## src/rtl/free_list_pkg.sv

```systemverilog
// Shared types and helpers for the free-list controller: default sizing,
// the index type and the pointer wrap rule.
package free_list_pkg;

  localparam int unsigned default_num_entries = 8;
  localparam int unsigned default_addr_width  = $clog2(default_num_entries);
  localparam int unsigned default_cnt_width   = $clog2(default_num_entries + 1);

  typedef logic [default_addr_width-1:0] idx_t;

  // Advance a ring pointer over 0..n-1; n need not be a power of two.
  function automatic logic [31:0] next_ptr(input logic [31:0] ptr, input logic [31:0] n);
    return (ptr == n - 32'd1) ? 32'd0 : ptr + 32'd1;
  endfunction

endpackage

```

## src/rtl/free_list_ptr.sv

```systemverilog
// Wrap-around ring pointer with an increment enable; used for the head
// (allocation side) and tail (free side) of the index ring.
module free_list_ptr
  import free_list_pkg::*;
#(
  parameter int unsigned p_num_entries = default_num_entries,
  parameter int unsigned p_addr_width  = $clog2(p_num_entries)
) (
  input  logic                    clk,
  input  logic                    reset,
  input  logic                    inc,
  output logic [p_addr_width-1:0] ptr
);

  // NOTE: registers are written with non-blocking assignments so every
  // flop samples the pre-edge values of the others, as the hardware does.
  always_ff @(posedge clk) begin
    if (reset) begin
      ptr <= '0;
    end else if (inc) begin
      ptr <= p_addr_width'(next_ptr(32'(ptr), p_num_entries));
    end
  end

endmodule

```

## src/rtl/free_list_ctrl.sv

```systemverilog
// Free-list controller: hands out indices from an external 1r1w ring memory
// and reclaims them, rejecting frees of indices that are not outstanding.
module free_list_ctrl
  import free_list_pkg::*;
#(
  parameter int unsigned p_num_entries = default_num_entries,
  parameter int unsigned p_addr_width  = $clog2(p_num_entries),
  parameter int unsigned p_cnt_width   = $clog2(p_num_entries + 1)
) (
  input  logic                    clk,
  input  logic                    reset,
  output logic                    alloc_val,
  input  logic                    alloc_rdy,
  output logic [p_addr_width-1:0] alloc_idx,
  input  logic                    free_val,
  output logic                    free_rdy,
  input  logic [p_addr_width-1:0] free_idx,
  output logic                    mem_write_en,
  output logic [p_addr_width-1:0] mem_write_addr,
  output logic [p_addr_width-1:0] mem_write_data,
  output logic                    mem_read_en,
  output logic [p_addr_width-1:0] mem_read_addr,
  input  logic [p_addr_width-1:0] mem_read_data,
  output logic [p_cnt_width-1:0]  free_count,
  output logic                    err_bad_free,
  output logic [p_addr_width-1:0] err_idx
);

  // Outstanding bitmap spans the full index space so out-of-range indices
  // (non-power-of-two sizes) read as "not outstanding".
  localparam int unsigned          p_vec_size = 1 << p_addr_width;
  localparam logic [p_cnt_width-1:0] p_full   = p_cnt_width'(p_num_entries);
  localparam logic [p_cnt_width-1:0] p_one    = p_cnt_width'(1);

  logic [p_cnt_width-1:0]  count;
  logic [p_vec_size-1:0]   alloc_vec;
  logic [p_vec_size-1:0]   alloc_vec_next;
  logic [p_addr_width-1:0] head;
  logic [p_addr_width-1:0] tail;
  logic                    alloc_fire;
  logic                    alloc_in_range;
  logic                    free_fire;
  logic                    free_in_range;
  logic                    free_legal;
  logic                    free_bad;

  assign mem_read_en   = (count != '0) & ~reset;
  assign mem_read_addr = head;
  assign alloc_val     = mem_read_en;
  assign alloc_idx     = mem_read_data;
  assign alloc_fire    = alloc_val & alloc_rdy;
  assign free_rdy      = ~reset;
  assign free_count    = count;

  assign alloc_in_range = 32'(alloc_idx) < p_num_entries;
  assign free_in_range  = 32'(free_idx) < p_num_entries;
  assign free_fire      = free_val & ~reset;
  // Legality uses the registered bitmap, so a same-cycle alloc+free of one
  // index is rejected while the alloc still completes.
  assign free_legal     = free_fire & free_in_range & alloc_vec[free_idx];
  assign free_bad       = free_fire & ~free_legal;

  assign mem_write_en   = free_legal;
  assign mem_write_addr = tail;
  assign mem_write_data = free_idx;

  free_list_ptr #(
    .p_num_entries (p_num_entries),
    .p_addr_width  (p_addr_width)
  ) u_head (
    .clk   (clk),
    .reset (reset),
    .inc   (alloc_fire),
    .ptr   (head)
  );

  free_list_ptr #(
    .p_num_entries (p_num_entries),
    .p_addr_width  (p_addr_width)
  ) u_tail (
    .clk   (clk),
    .reset (reset),
    .inc   (free_legal),
    .ptr   (tail)
  );

  // NOTE: the next-state vector is assigned its current value first, so
  // every path through this block drives it and no latch is inferred.
  always_comb begin
    alloc_vec_next = alloc_vec;
    if (alloc_fire && alloc_in_range) begin
      alloc_vec_next[alloc_idx] = 1'b1;
    end
    if (free_legal) begin
      alloc_vec_next[free_idx] = 1'b0;
    end
  end

  // NOTE: the outstanding bitmap is plain flops and is cleared on reset;
  // the index ring memory outside this block restores its own identity
  // contents in the same reset cycle.
  always_ff @(posedge clk) begin
    if (reset) begin
      alloc_vec <= '0;
    end else begin
      alloc_vec <= alloc_vec_next;
    end
  end

  always_ff @(posedge clk) begin
    if (reset) begin
      count <= p_full;
    end else if (free_legal && !alloc_fire) begin
      count <= count + p_one;
    end else if (!free_legal && alloc_fire) begin
      count <= count - p_one;
    end
  end

  always_ff @(posedge clk) begin
    if (reset) begin
      err_bad_free <= 1'b0;
      err_idx      <= '0;
    end else begin
      err_bad_free <= free_bad;
      if (free_bad) begin
        err_idx <= free_idx;
      end
    end
  end

endmodule

```

## config.mk

```make
export PLATFORM = sky130hd
export DESIGN_NAME = free_list_ctrl
export DESIGN_NICKNAME = d
export VERILOG_FILES = /design/src/rtl/free_list_pkg.sv /design/src/rtl/free_list_ptr.sv /design/src/rtl/free_list_ctrl.sv
export SDC_FILE = /design/constraint.sdc
export NUM_CORES = 1
export LEC_CHECK = 0
export CAP_MARGIN = 0
export CORE_UTILIZATION = 44
export CTS_BUF_LIST = sky130_fd_sc_hd__clkbuf_4 sky130_fd_sc_hd__clkbuf_8
export CTS_CLUSTER_SIZE = 14
export DETAILED_ROUTE_END_ITERATION = 8
export PLACE_DENSITY_LB_ADDON = 0.12
export SYNTH_ARGS = -nofsm -noshare
export SYNTH_HDL_FRONTEND = slang
export SYNTH_HIERARCHICAL = 1
export SYNTH_SLANG_ARGS = --single-unit
```

## constraint.sdc

```tcl
create_clock -name clk -period 3 [get_ports clk]
set_input_delay 0.75 -clock clk [delete_from_list [all_inputs] [get_ports clk]]
set_output_delay 0.75 -clock clk [all_outputs]
set_load 0.02 [all_outputs]
```

==> out/summary.txt <==
status: completed
DR top layer: met4
Synth area leader: dfxtp_1
Overflow after GRT: 0
FP Rows: 18
Req. time, crit path: 2.25 ns
Final min period: 2.81 ns
met3 wire length: 109 um
area of the mapped netlist: 0.00121 sq mm
drt total wl: 2.57 mm
Yosys top cell area share: 36.4%
root buf cell: clkbuf_4
met1 WL: 1.22 mm
Mapped Cells: 129
skew final: 0.00400 ns
Bufs on Longest Clock Path: 2
IO Port Bufs: 33
H-tree Lvls: 1
CTS tree: yes
synth warn: 6
r2r startpoint: free_count[0]
clk sink count: 22
Synth Register Bits: 22
pwr/cell area: 398 mW/mm^2
fin util: 65.2%
die area: 0.00296 sq mm
GPL Wtd Cong: 0.815
Detailed Place HPWL: 1.96 mm
f_max: 355 MHz
Slew HR: 63.0%
part of the cycle the worst path needs: 93.8%
static leakage: 0.673 nW
maximum vdd ir drop: 278 uV
Synth async-reset ratio: 0%
WL met2: 1.23 mm
Reg2Reg Depth: 11
R2R Path End: free_count[3]
DR WL/cell: 12.9 um
Hold WS: 0.475 ns
Vias: 1052
max cap viols: 0
Clock transition at path regs: 0.13 ns
number of I/O pins: 34
Post-route DRC: 0
vias in the first global route: 977
Worst Max-Slew Pin Slew: 0.550 ns
Setup crit start kind: primary input
count leader, synth: dfxtp_1
RSZ-0062 raised after global routing: no
Min-Delay Path Class: reg2reg
Final setup viols: 0
Syn Nets: 147
largest net degree at the start of global routing: 22
Initial Util: 47.5%
first-pass GRT wire length: 4.13 mm
crit path launch: reset
Placement Cell Area: 0.00163 sq mm
Synth top cells by count: dfxtp_1 (22), nor2_1 (14), a21oi_1 (10), mux2i_1 (8), nand2b_1 (8)
total clock buffers created by CTS: 3
initial antenna violation count: 0
final instance area: 0.00166 sq mm
share of layout cells above drive strength 1: 18.3%
worst path arrival time: 2.06 ns
Placeable Area: 0.00254 sq mm
Die W: 54.4 um
EDFF count, synth: 0
post-synth cell types: 32
Worst setup EP type: output pin
Area contributors post-synth: dfxtp_1 (36%), ha_1 (7.2%), mux2i_1 (6.6%), buf_4 (4.3%), nor2_1 (4.3%)
ANT cells: 0
worst-path maximum fanout: 4
Top FF cell, synth: dfxtp_1
sequential fraction of the synthesis area: 36.4%
Slew Limit Fails: 0
Fin Setup TNS: 0 ns
final hold violation count: 0
gr usage total: 19.2%
Area Overhead vs Synth: 37.2%
routed vias/inst: 5.29
total chip power: 661 uW
nets@finish: 188
Setup CP Type: in2out
Avg Inst Size Synth: 9.38 sq um
Hold EP: err_idx[2]
remaining antenna violation count after routing: 0
drt pass-1 iters: 4
Hold Startpoint: err_idx[2]
FF-to-FF setup slack: 0.51 ns
clk_lat worst skew: 0.30 ns
filler cell count: 213
hold depth: 2
Initial DRC Count: 29
Die Y: 54.4 um
[placed cells by master, fill, tap and decap left out, types with 6 or more instances in the layout]
cell type / instances
dfxtp_1: 22
a311oi_1: 6
nand2_1: 6
a21oi_1: 9
nor2_1: 14
nand2b_1: 7
buf_4: 15
clkdlybuf4s50_1: 29
mux2i_1: 8
nor2b_1: 7
[worst max-delay path by stage]
| stage | endpoint | depth (start not counted) | slack, ns |
|---|---|---|---|
| 2_1_floorplan | free_count[3] | 11 | -0.12 |
| 3_3_place_gp | mem_write_en | 5 | -0.43 |
| 3_5_place_dp | mem_write_en | 5 | -0.46 |
| 4_1_cts | free_count[3] | 12 | 0.11 |
| 5_1_grt | free_count[3] | 11 | 0.11 |
| 6_report | free_rdy | 4 | 0.19 |
[stage by stage]
| stage | worst slack (ns) | instances |
|---|---|---|
| floorplan | -0.122 | 129 |
| CTS | 0.113 | 198 |
| global route | 0.105 | 199 |
| detailed placement | -0.458 | 194 |
| finish | 0.186 | 199 |
| global placement | -0.426 | 194 |
[layer usage]
| layer | global-route usage, % | vias up |
|---|---|---|
| met1 | 24.5 | 499 |
| li1 | - | 526 |
| met5 | 0 | - |
| met2 | 33.5 | 25 |
| met3 | 2.78 | 2 |
| met4 | 5.13 | 0 |
[area by class of cell]
class	instances	area, sq um	area share [%]
clock buffers	4	36.3	2.19
well taps	30	37.5	2.26
flip-flops and latches	22	440	26.5
multi-input cells	90	697	42.0
repair buffers	48	430	25.9
inverters	5	18.8	1.13
[cells by family (layout without fill, tap and decap cells)]
family	Yosys count	in the layout	synth area share, %
buffers and inverters	17	57	8.17
adder cells (fa/ha/maj)	8	8	8.89
AND/OR/NAND/NOR	44	44	19.9
multiplexers	11	11	10.3
flip-flops	22	22	36.4
XOR/XNOR	2	2	1.45
AO/OA/AOI/OAI	25	25	14.9
[where the power goes]
group | internal, mW | switching [mW] | total (mW) | leakage [nW]
clock | 0.0740 | 0.0904 | 0.164 | 0.0210
sequential | 0.307 | 0.0140 | 0.321 | 0.179
combinational | 0.0906 | 0.0853 | 0.176 | 0.472
[worst max-delay path, stage by stage]
cell,delay (ns)
clkdlybuf4s50_1,0.47
inv_1,0.12
buf_4,0.12
clkdlybuf4s50_1,0.60
[state kept, by name, summed over array words and instances, names as in the netlist]
signal and cells:
free_count 4, u_tail/ptr 3, alloc_vec 8, err_bad_free 1, err_idx 3, u_head/ptr 3
[timing repair]
item | in CTS | in global routing
setup buffers | 0 | 1
hold buffers | 0 | 0
gates resized for setup | 7 | 2
setup endpoints to repair | 3 | 1
pin swaps | 0 | 1
No activity file was read; power rests on OpenSTA's default activity.
